`config.mk`:
```
export PLATFORM = sky130hd
export DESIGN_NAME = divider_seq_param_flat
export DESIGN_NICKNAME = d
export VERILOG_FILES = /design/src/rtl/divider_seq_param_if.sv /design/src/rtl/divider_seq_param.sv /design/src/flat_wrapper.sv
export SDC_FILE = /design/constraint.sdc
export NUM_CORES = 1
export LEC_CHECK = 0
export BUFFER_PORTS_ARGS = -buffer_cell sky130_fd_sc_hd__buf_2
export CORE_UTILIZATION = 55
export DETAILED_ROUTE_END_ITERATION = 12
export GPL_TIMING_DRIVEN = 0
export PLACE_DENSITY_LB_ADDON = 0.2
export SLEW_MARGIN = 20
export SYNTH_ARGS = -nofsm -noshare
export SYNTH_HDL_FRONTEND = slang
export SYNTH_SLANG_ARGS = --single-unit
```
`constraint.sdc`:
```
create_clock -name clk -period 3.6 [get_ports clk]
set_clock_uncertainty 0.1 [all_clocks]
set_input_delay 0.72 -clock clk [delete_from_list [all_inputs] [get_ports clk]]
set_output_delay 0.72 -clock clk [all_outputs]
set_load 0.03 [all_outputs]
```
`src/rtl/divider_seq_param_if.sv`:
```
// Request/result bundle for divider_seq_param.
// The master drives operands and start; the slave returns the registered results.
interface divider_seq_param_if #(
  parameter int unsigned N = 8
);
  logic         start;
  logic         is_signed;
  logic [N-1:0] a;
  logic [N-1:0] b;
  logic [N-1:0] q;
  logic [N-1:0] r;
  logic         busy;
  logic         valid;
  logic         error;
  logic         ovf;

  modport master (
    output start, is_signed, a, b,
    input  q, r, busy, valid, error, ovf
  );

  modport slave (
    input  start, is_signed, a, b,
    output q, r, busy, valid, error, ovf
  );
endinterface

```
`src/rtl/divider_seq_param.sv`:
```
// Sequential restoring divider, N-bit signed/unsigned, one quotient bit per cycle.
// Define DIVSEQ_OVF_DETECT_EN to saturate and flag -2^(N-1) / -1; otherwise q wraps.
module divider_seq_param #(
  parameter int unsigned N = 8
) (
  input  logic               clk,
  input  logic               rst,
  divider_seq_param_if.slave bus
);

  typedef enum logic [1:0] {IDLE, CALC, DONE} state_t;

  localparam logic [5:0] CNT_LAST   = 6'(N);
  localparam logic [5:0] CNT_PENULT = 6'(N - 1);

  state_t       state_q;
  logic [5:0]   cnt_q;
  logic [N-1:0] acc_q;
  logic [N-1:0] rem_q;
  logic [N-1:0] dmag_q;
  logic [N-1:0] q_q;
  logic [N-1:0] r_q;
  logic         qneg_q;
  logic         rneg_q;
  logic         dz_q;
  logic         busy_q;
  logic         valid_q;
  logic         error_q;
`ifdef DIVSEQ_OVF_DETECT_EN
  logic         sgn_q;
  logic         ovf_q;
  logic         ovf_hit;
`endif

  logic         b_zero;
  logic [N-1:0] a_mag;
  logic [N-1:0] b_mag;
  logic [N:0]   rem_sh;
  logic [N:0]   trial;
  logic [N-1:0] q_fin;
  logic [N-1:0] r_fin;

  always_comb begin
    b_zero = (bus.b == '0);
    a_mag  = (bus.is_signed && bus.a[N-1]) ? -bus.a : bus.a;
    b_mag  = (bus.is_signed && bus.b[N-1]) ? -bus.b : bus.b;
    rem_sh = {rem_q, acc_q[N-1]};
    trial  = rem_sh - {1'b0, dmag_q};
    q_fin  = qneg_q ? -acc_q : acc_q;
    r_fin  = rneg_q ? -rem_q : rem_q;
`ifdef DIVSEQ_OVF_DETECT_EN
    // A non-negative signed quotient with its top bit set only arises from -2^(N-1) / -1.
    ovf_hit = sgn_q & ~qneg_q & acc_q[N-1];
`endif
  end

  always_ff @(posedge clk or negedge rst) begin
    if (!rst) begin
      state_q <= IDLE;
      cnt_q   <= '0;
      acc_q   <= '0;
      rem_q   <= '0;
      dmag_q  <= '0;
      q_q     <= '0;
      r_q     <= '0;
      qneg_q  <= 1'b0;
      rneg_q  <= 1'b0;
      dz_q    <= 1'b0;
      busy_q  <= 1'b0;
      valid_q <= 1'b0;
      error_q <= 1'b0;
`ifdef DIVSEQ_OVF_DETECT_EN
      sgn_q   <= 1'b0;
      ovf_q   <= 1'b0;
`endif
    end else begin
      valid_q <= 1'b0;
      case (state_q)
        IDLE, DONE: begin
          if (bus.start) begin
            // Zero divisor parks the raw dividend in rem_q and skips straight to the last count,
            // so the error result lands one edge after start without iterating.
            acc_q   <= a_mag;
            rem_q   <= b_zero ? bus.a : '0;
            dmag_q  <= b_mag;
            qneg_q  <= bus.is_signed & (bus.a[N-1] ^ bus.b[N-1]);
            rneg_q  <= bus.is_signed & bus.a[N-1] & ~b_zero;
            dz_q    <= b_zero;
            cnt_q   <= b_zero ? CNT_LAST : '0;
            busy_q  <= ~b_zero;
            error_q <= 1'b0;
`ifdef DIVSEQ_OVF_DETECT_EN
            sgn_q   <= bus.is_signed;
            ovf_q   <= 1'b0;
`endif
            state_q <= CALC;
          end else begin
            state_q <= IDLE;
          end
        end
        CALC: begin
          if (cnt_q == CNT_LAST) begin
            valid_q <= 1'b1;
            busy_q  <= 1'b0;
            state_q <= DONE;
            if (dz_q) begin
              q_q     <= '1;
              r_q     <= r_fin;
              error_q <= 1'b1;
            end else begin
              q_q <= q_fin;
              r_q <= r_fin;
`ifdef DIVSEQ_OVF_DETECT_EN
              if (ovf_hit) begin
                q_q   <= {1'b0, {(N-1){1'b1}}};
                ovf_q <= 1'b1;
              end
`endif
            end
          end else begin
            rem_q <= trial[N] ? rem_sh[N-1:0] : trial[N-1:0];
            acc_q <= {acc_q[N-2:0], ~trial[N]};
            cnt_q <= cnt_q + 6'd1;
            if (cnt_q == CNT_PENULT) begin
              busy_q <= 1'b0;
            end
          end
        end
        default: state_q <= IDLE;
      endcase
    end
  end

  assign bus.q     = q_q;
  assign bus.r     = r_q;
  assign bus.busy  = busy_q;
  assign bus.valid = valid_q;
  assign bus.error = error_q;
`ifdef DIVSEQ_OVF_DETECT_EN
  assign bus.ovf   = ovf_q;
`else
  assign bus.ovf   = 1'b0;
`endif

endmodule

```
`src/flat_wrapper.sv`:
```
// flat-port wrapper written by rule: the top's interface ports become plain ports
module divider_seq_param_flat 
#(
  parameter int unsigned N = 8
)
  (clk, rst, bus_start, bus_is_signed, bus_a, bus_b, bus_q, bus_r, bus_busy, bus_valid, bus_error, bus_ovf);
  divider_seq_param_if #(.N(N)) bus_i ();
  input  logic clk;
  input  logic rst;
  input wire logic [$bits(bus_i.start)-1:0] bus_start;
  input wire logic [$bits(bus_i.is_signed)-1:0] bus_is_signed;
  input wire logic [$bits(bus_i.a)-1:0] bus_a;
  input wire logic [$bits(bus_i.b)-1:0] bus_b;
  output wire logic [$bits(bus_i.q)-1:0] bus_q;
  output wire logic [$bits(bus_i.r)-1:0] bus_r;
  output wire logic [$bits(bus_i.busy)-1:0] bus_busy;
  output wire logic [$bits(bus_i.valid)-1:0] bus_valid;
  output wire logic [$bits(bus_i.error)-1:0] bus_error;
  output wire logic [$bits(bus_i.ovf)-1:0] bus_ovf;
  assign bus_i.start = bus_start;
  assign bus_i.is_signed = bus_is_signed;
  assign bus_i.a = bus_a;
  assign bus_i.b = bus_b;
  assign bus_q = bus_i.q;
  assign bus_r = bus_i.r;
  assign bus_busy = bus_i.busy;
  assign bus_valid = bus_i.valid;
  assign bus_error = bus_i.error;
  assign bus_ovf = bus_i.ovf;
  divider_seq_param #(.N(N)) u_core (.clk(clk), .rst(rst), .bus(bus_i));
endmodule
```
=== Word level (Yosys, flattened, before mapping) ===
Cells that the tools add are included.

* Register bits after elaboration: 54
* Bits of input ports: 20
* Logic and storage cells: 75

* Add/subtract/negate cells: 6
* Equality and inequality tests: 9
* Multiplexer cells: 30
* Bitwise gates (word level): 6
* Reduce and logical (&&, ||, !) cells: 11

{| class="wikitable"
|+ Operators with widths
! cell !! number
|-
| $mux 8 || 11
|-
| $neg 8->8 || 4
|-
| $pmux 8 s2 || 2
|-
| $mux 6 || 2
|-
| $pmux 6 s2 || 1
|-
| $mux 1 || 9
|-
| $sub 9x8->9 || 1
|-
| $logic_not 8->1 || 1
|-
| $add 6x1->6 const B || 1
|-
| $eq 6x3->1 const B || 1
|-
| $eq 6x4->1 const B || 1
|-
| $reduce_and 3->1 || 2
|-
| $mux 4 || 1
|-
| $ne 2x1->1 const B || 2
|-
| $ne 2x2->1 const B || 2
|-
| $pmux 1 s2 || 2
|-
| $pmux 2 s2 || 1
|-
| $reduce_and 2->1 || 2
|-
| $reduce_and 4->1 || 1
|-
| $and 1x1->1 || 3
|-
| $ne 3x1->1 const B || 1
|-
| $eq 2x1->1 const B || 1
|-
| $eq 2x2->1 const B || 1
|-
| $logic_and 1x1->1 || 2
|-
| 6 further kinds || 7
|}

=== Depth between registers and ports, before layout ===
Gate-level depths: netlist (run 1).

* Word-level depth: 4
* Gate-level depth with buffers: 10
* Gate-level depth less buffers: 9

=== Least setup slack after synthesis (run 1) ===
Ideal clock, no wire load.

* Path kind: reg-to-reg
* Start point: register u_core.acc_q[7]
* End point: register u_core.rem_q[7]
* Library setup time: 135 ps
* Arrival time: 2219 ps
* Data required time: 3365 ps
* Slack: 1147 ps
* Cell stages (with the launch flop): 11
* Path buffers: 1
* Period minus slack after synthesis: 2453 ps
* Cell sequence: dfrtp_1 inv_1 ha_1 inv_1 fa_1 a211oi_2 o211ai_1 a221o_1 buf_6 a32oi_1 o41ai_2

* Longest elaborated chain between the ends: 4

{| class="wikitable"
|+ Ends and longest elaborated chain
! what !! RTL line !! source
|-
| start, declared || divider_seq_param.sv:18 || <nowiki>logic [N-1:0] acc_q;</nowiki>
|-
| start signal, assigned || divider_seq_param.sv:83 || <nowiki>acc_q <= a_mag;</nowiki>
|-
| start signal, assigned || divider_seq_param.sv:122 || <nowiki>acc_q <= {acc_q[N-2:0], ~trial[N]};</nowiki>
|-
| $sub 9x8->9 || divider_seq_param.sv:48 || <nowiki>trial = rem_sh - {1'b0, dmag_q};</nowiki>
|-
| $mux 8 || divider_seq_param.sv:121 || <nowiki>rem_q <= trial[N] ? rem_sh[N-1:0] : trial[N-1:0];</nowiki>
|-
| $mux 8 || divider_seq_param.sv:102 || <nowiki>if (cnt_q == CNT_LAST) begin</nowiki>
|-
| $pmux 8 s2 || divider_seq_param.sv:78 || <nowiki>case (state_q)</nowiki>
|-
| end signal, assigned || divider_seq_param.sv:84 || <nowiki>rem_q <= b_zero ? bus.a : '0;</nowiki>
|-
| end signal, assigned || divider_seq_param.sv:121 ||
|-
| end, declared || divider_seq_param.sv:19 || <nowiki>logic [N-1:0] rem_q;</nowiki>
|}

No other way between the ends. The select of a mux whose other input is x is not followed.
A chain may end at the register's enable or synchronous reset.

=== Final worst setup path (run 1) ===
* Start point: register u_core.acc_q[7]
* End point: register u_core.rem_q[5]

Same word-level chain as after synthesis.

==> impl_results.md, run 1 <==
- Lkg Pwr: around 1.7 nW
- Cell Int Power: about 2.0 mW
- Die width: a little over 80 µm
- Post-route DRC violation count: 0
- Wire per inst: roughly 15 µm
- CP max stage cell: fa_1
- Synth Flop Type: dfrtp_1
- Initial antenna violation count: 0
- Gr usage total: 0.2516
- Largest net degree at the start of global routing: 55
- Ports: 40
- PortBufs: 38
- Final period util: 0.7825
- RSZ-0062 raised after global routing: no
- Hold Violations, Final: 0
- Clock latency on the worst-skew pair: between 0.3 and 0.4 ns
- TritonRoute pass-1 iters: 4
- Min-delay worst type: in2async
- Psw: between 1.5 and 2 mW
- Worst-Margin Slew: between 0.7 and 0.8 ns
- Reg power frac: 0.301
- Hold_buf cts: 0
- Ys async rst share: 1.000
- Clock transition at path regs: around 0.11 ns
- Iter 0 DRT Violations: 180
- First-pass GRT wire length: 12360 µm
- Final WS setup: approximately 0.78 ns
- Total gr overflow: 0
- Fin Hold WS: 0.3305 ns
- Dpl ws: between 0.8 and 0.9 ns
- CTS sink cnt: 54
- Logic pwr share: 0.604
- Yosys top cell by area: dfrtp_1
- Commonest cells after routing, fill and taps aside: dfrtp_1, nand2_1, o21ai_0
- Fmax: 0.3550 GHz
- Mapped Cells: 391
- ANT nets after route: 0
- Synth area leaders: dfrtp_1, o21ai_0, nand2_1
- Crit path capture type: register
- Vias per std cell: between 5 and 6
- Peak supply drop: approximately 460 µV
- Clk root buf: clkbuf_8
- Number of global-route vias before repair: around 2600
- Total Power: between 3 and 4 mW
- Dpl cell area: between 0.003 and 0.004 mm²
- Post-CTS resize count: 0
- Post-route cell area: ~0.0038 mm²
- RD Place Congestion: around 0.87
- Most frequent CP cell: inv_1
- Top cell type's share of synthesized area: 0.3997
- Core box area: between 0.005 and 0.006 mm²
- Crit start category: register
- Fill cell count: approximately 530
- Clk pwr share: 0.095
- Synthesized area: roughly 0.0034 mm²
- Crit path time final: approximately 2.8 ns
- Yosys cell types: slightly below 60
- Full die area: ~0.0065 mm²
- TritonCTS Buffers: 5
- Most common cell after layout, fill and taps aside: dfrtp_1
- Yosys warnings: 0
- Required @ worst endpoint: 3.69 ns
- Cell Count Post-Placement: approximately 500
- Starting Density: 0.5710
- CP peak stage delay: between 0.4 and 0.5 ns
- Sequential share of the synthesized area: 0.3997
- Slew Limit Headroom: 0.4946
- Rows: 28
- Final nets: 471
- Syn_area_per_cell: between 8 and 9 µm²
- Crit path cell chain: inv_1, ha_1, inv_1, fa_1, a211oi_2, o211ai_1, a221o_1, buf_6, a2111oi_4, a221oi_2
- Crit path DAT: between 2 and 3 ns
- Clock Path Buffers: 2
- EDFF count, synth: 0
- N_diodes: 0
- Final cell count without fillers: ~510
- Setup TNS: 0 ns
- Die Ht: between 80 and 90 µm
- H-tree levels: 2
- Status: finished, final reports clean
- Slew Limit Fails: 0
- Via count: around 2900
- Dpl hpwl: approximately 5700 µm
- Final core occ: 0.6355
- Final setup vio count: 0
- Max Cap Viol: 0
- CTS tree: built
- Routed wire length: between 7000 and 8000 µm
- Cell Pwr Density: about 1000 mW/mm²
- Area growth syn-to-layout: 11.29%
- Crit Path Class: reg2reg
- Crit path max fanout: 10
- Post-Synthesis Net Count: 426
- Yosys reg bits: 54
- Layout cells sized above 1: 0.1533
- Post-CTS setup buffers: 0
- Switching Share: 0.4862
- R2R setup slack: roughly 0.78 ns
[critical path: cells and delay by family (launching register included)]
| family | cells | cell delay (ns) |
|---|---|---|
| buf+inv | 3 | 0.35 |
| compound gates | 5 | 1.24 |
| fa+ha+maj | 2 | 0.60 |
| flops | 1 | 0.41 |
[layer usage]
layer  wire, µm  vias to the layer above  track usage
li1           -                     1452            -
met1       3398                     1371       0.3336
met2       3553                       92       0.4178
met3        481                        9      0.03864
met4        102                        0      0.08214
met5          0                        -            0
[synthesized netlist by cell type, types with 2 or more instances]
library cell	number
dfrtp_1	54
nand2_1	53
o21ai_0	45
nor2_1	32
inv_1	27
a21oi_1	23
xor2_1	20
ha_1	14
clkbuf_1	9
mux2i_1	9
xnor2_1	9
nand3_1	6
o21ai_1	6
a31oi_1	5
buf_2	5
nand2b_1	5
nor3_1	5
o31ai_1	5
nor2b_1	4
nor4_1	3
o211ai_1	3
o22ai_1	3
o41ai_1	3
a2111oi_0	2
a211oi_1	2
a21o_1	2
and3_1	2
nor3_2	2
o21a_1	2
or3_1	2
[worst paths after layout]
path / depth (start not counted) / endpoint / start
worst max register to register: 10 / u_core.rem_q[5] / u_core.acc_q[7]
worst max-delay path: 10 / u_core.rem_q[5] / u_core.acc_q[7]
min in group clk: 2 / u_core.bus.q[0] / u_core.bus.q[0]
max in group asynchronous: 1 / u_core.rem_q[2] / rst
worst min-delay path: 1 / u_core.bus.r[2] / rst
worst min register to register: 2 / u_core.bus.q[0] / u_core.bus.q[0]
[area by class of cell]
class	instances	area, µm²	area share
buffer	18	86.33	0.02295
sequential	54	1351	0.3592
timing repair buffer	38	192.7	0.05121
multi-input combinational	290	1834	0.4875
clock inverter	3	26.28	0.006984
tap	75	93.84	0.02494
clock buffer	5	68.82	0.01829
inverter	29	108.9	0.02893
[cells by family (layout without fill, tap and decap cells)]
family,Yosys count,after routing,synth area share
mux,10,10,0.02998
simple gates,123,123,0.1706
other cells,1,1,0.001109
flops,54,54,0.3997
xor+xnor,29,29,0.07513
compound gates,112,112,0.2080
fa+ha+maj,15,15,0.05774
buf+inv,47,93,0.05773
[power by group through the flow]
stage	Sequential [mW]	Clock (mW)	Combinational [mW]
2_1_floorplan	1.28	0	1.64
6_report	1.15	0.363	2.31
3_5_place_dp	1.16	0	2.30
4_1_cts	1.15	0.370	2.31
3_3_place_gp	1.14	0	2.24
5_1_grt	1.19	0.392	2.58
[sequential cells by signal, summed over array words and instances, names as in the netlist]
name              count
u_core.acc_q          8
u_core.bus.busy       1
u_core.bus.error      1
u_core.bus.q          8
u_core.bus.r          8
u_core.bus.valid      1
u_core.cnt_q          6
u_core.dmag_q         8
u_core.dz_q           1
u_core.qneg_q         1
u_core.rem_q          8
u_core.rneg_q         1
u_core.state_q        2
Power figures use the tool's default switching activity.
==> run 2, diff against run 1 <==
Settings changed: ABC_AREA set to 1, CORE_UTILIZATION 55 to 53.
Clock period 3.6 ns to 2.3 ns, I/O delays scaled along.
==> run 2 against run 1 <==
Highest routed layer unchanged. Register-to-register slack got worse by 0.68 ns. Cell area rose by 2.7%. Global-route usage rose by 0.41 points. Core utilization fell by 0.14 points. Final cell count rose by 16%.
==> impl_results.md, run 2 <==
- Status: finished, final reports clean
- Fill cell count: roughly 560
- R2R cell count: 13
- Bufs and invs on worst path: 2
- Full die area: between 0.006 and 0.007 mm²
- Logic pwr share: 0.639
- Psw: 3.305 mW
- CP peak stage delay: around 0.4 ns
- N_diodes: 0
- Cell Pwr Density: about 1600 mW/mm²
- Wire per inst: roughly 14 µm
- Area growth syn-to-layout: 12.66%
- Starting Density: 0.5628
- Dpl ws: -0.09006 ns
- Simple-gate portion of the synthesized area: 0.2582
- Proportion of synthesized area in mux cells: 0
- RR Startpoint: u_core.acc_q[7]
- CTS tree: built
- Post-route cell area: between 0.003 and 0.004 mm²
- Initial antenna violation count: 0
- Iter 0 DRT Violations: 286
- Crit path capture type: register
- CTS sink cnt: 54
- TritonCTS Buffers: 5
- PortBufs: 38
- Dpl cell area: around 0.0037 mm²
- Crit start category: register
- Hold Violations, Final: 0
- Gr usage total: 0.2556
- Crit Path Class: reg2reg
- EDFF count, synth: 0
- Worst-Margin Slew: a little under 0.7 ns
- Crit path DAT: about 2.3 ns
- Final core occ: 0.6340
- Synth Flop Type: dfrtp_1
- Vias per std cell: approximately 5.3
- R2R setup slack: between 0.1 and 0.15 ns
- Clock transition at path regs: approximately 0.10 ns
- Clk root buf: clkbuf_8
- Synth top cells by count: nand2_1, inv_1, dfrtp_1
- Final WS setup: roughly 0.10 ns
- Crit path max fanout: 8
- Ys async rst share: 1.000
- Most common cell in the netlist: nand2_1
- Cell Int Power: roughly 3.0 mW
- Synth area leaders: dfrtp_1, nand2_1, inv_1
- FF-to-FF End: u_core.rem_q[5]
- Synthesized area: approximately 0.0034 mm²
- Clock latency on the worst-skew pair: 0.31 ns
- Max Cap Viol: 0
- Final nets: roughly 550
- H-tree levels: 2
- Family with the most delay on the worst path: simple AND/OR/NAND/NOR gates
- Clock Path Buffers: 2
- Syn_area_per_cell: 7.269 µm²
- Rows: 28
- Switching Share: 0.5225
- Required @ worst endpoint: roughly 2.4 ns
- Fmax: ~0.46 GHz
- Hold_buf cts: 0
- Largest family of logic cells by synthesized area: simple AND/OR/NAND/NOR gates
- Most common cell after layout, fill and taps aside: nand2_1
- Cell Count Post-Placement: 585
- Mapped Cells: 472
- Slew Limit Fails: 0
- Setup TNS: 0 ns
- Post-route DRC violation count: 0
- Final setup vio count: 0
- Clk pwr share: 0.085
- Ports: 40
- Die Ht: 82.46 µm
- Yosys cell types: 34
- Slew Limit Headroom: 0.5510
- Sequential share of the synthesized area: 0.3939
- Final period util: 0.9553
- TritonRoute pass-1 iters: 5
- Adder-Cell Fraction of Synth Area: 0.05689
- Synth Area in XOR/XNOR: 0.04595
- Yosys reg bits: 54
- Total gr overflow: 0
- Commonest cells after routing, fill and taps aside: nand2_1, inv_1, dfrtp_1
- Top cell type's share of synthesized area: 0.3939
- Lkg Pwr: between 2 and 2.5 nW
- Crit path time final: roughly 2.2 ns
- Peak supply drop: between 800 and 900 µV
- Dpl hpwl: between 6000 and 7000 µm
- Yosys warnings: 0
- Via count: roughly 3200
- Final cell count without fillers: around 600
- Reg power frac: 0.276
- Synth Area in Compound Gates: 0.1386
- CP max stage cell: dfrtp_1
- Core box area: 0.006096 mm²
- Min-delay worst type: in2async
- Yosys top cell by area: dfrtp_1
- Post-Synthesis Net Count: roughly 510
- Crit path cell chain: inv_2, ha_2, inv_1, fa_2, nand2_1, nand2_2, nand3_4, nand3_1, nand2_4, nand2_1, nand2_1, nand2_1, a21oi_1
- Most frequent CP cell: nand2_1
- Routed wire length: 8050 µm
- RD Place Congestion: roughly 0.96
- Number of global-route vias before repair: roughly 2800
- First-pass GRT wire length: 13030 µm
- Largest net degree at the start of global routing: between 50 and 60
- Layout cells sized above 1: 0.1500
- Die width: 82.46 µm
- ANT nets after route: 0
run 2: cell types whose count changed after synthesis, moves of 8 or more:
cell     delta
nand2_1    +72
inv_1      +49
nand3_1    +23
o21ai_0     -8
mux2i_1     -9
run 2: worst max-delay path by stage:
| stage | slack (ns) | end | from | cells after the start |
|---|---|---|---|---|
| finish | 0.10 | u_core.rem_q[5] | u_core.acc_q[7] | 13 |
| CTS | 0.03 | u_core.rem_q[2] | u_core.acc_q[7] | 13 |
| detailed placement | -0.09 | u_core.rem_q[2] | u_core.acc_q[7] | 13 |
| global placement | 0.0003 | u_core.rem_q[7] | u_core.acc_q[7] | 14 |
| floorplan | 0.27 | u_core.rem_q[7] | u_core.acc_q[7] | 14 |
| global route | -0.01 | u_core.rem_q[7] | u_core.acc_q[7] | 14 |
run 2: cells by family (layout without fill, tap and decap cells):
| kind of cell | Yosys count | in the layout |
|---|---|---|
| compound gates | 84 | 84 |
| fa+ha+maj | 15 | 15 |
| simple gates | 210 | 210 |
| xor+xnor | 18 | 18 |
| other cells | 1 | 1 |
| buf+inv | 90 | 138 |
| flops | 54 | 54 |
run 2: power by group through the flow:
stage          Combinational, mW  Clock [mW]  Sequential [mW]
2_1_floorplan               2.66           0             1.98
6_report                    4.04       0.536             1.75
5_1_grt                     4.56       0.586             1.81
3_5_place_dp                3.82           0             1.76
4_1_cts                     3.87       0.547             1.74
3_3_place_gp                3.71           0             1.73
run 2: what timing repair did:
item | in CTS | in global routing
resized for setup | 3 | 11
cloned | 0 | 0
pin swaps | 0 | 3
endpoints found under the setup margin | 9 | 9
setup buffers | 0 | 2
run 2: routing by layer:
metal | up-vias | GRT usage | wire length [µm]
met1 | 1453 | 0.3400 | 3602
met2 | 106 | 0.4289 | 3897
met3 | 11 | 0.04505 | 476
met5 | - | 0 | 0
met4 | 0 | 0.06316 | 72
li1 | 1591 | - | -
run 2: final cells by class:
type / count / area, µm² / area share
buffer: 11 / 63.81 / 0.01651
multi-input combinational: 328 / 1764 / 0.4565
inverter: 79 / 297.8 / 0.07705
timing repair buffer: 40 / 207.7 / 0.05374
tap: 75 / 93.84 / 0.02428
clock buffer: 6 / 72.57 / 0.01878
clock inverter: 2 / 13.76 / 0.003561
sequential: 54 / 1351 / 0.3496
run 2: worst reg2reg max path, cell delays in order, from the launching register on:
cell and delay, ns:
dfrtp_1 0.40, inv_2 0.10, ha_2 0.17, inv_1 0.08, fa_2 0.37, nand2_1 0.08, nand2_2 0.09, nand3_4 0.10
nand3_1 0.14, nand2_4 0.16, nand2_1 0.06, nand2_1 0.06, nand2_1 0.05, a21oi_1 0.16
run 2: per-stage QoR:
stage | power (mW) | hold slack [ns]
2_1_floorplan | 4.644 | 0.06441
3_3_place_gp | 5.444 | 0.3601
3_5_place_dp | 5.583 | 0.3614
4_1_cts | 6.158 | 0.09919
5_1_grt | 6.960 | 0.1344
6_report | 6.326 | 0.06981
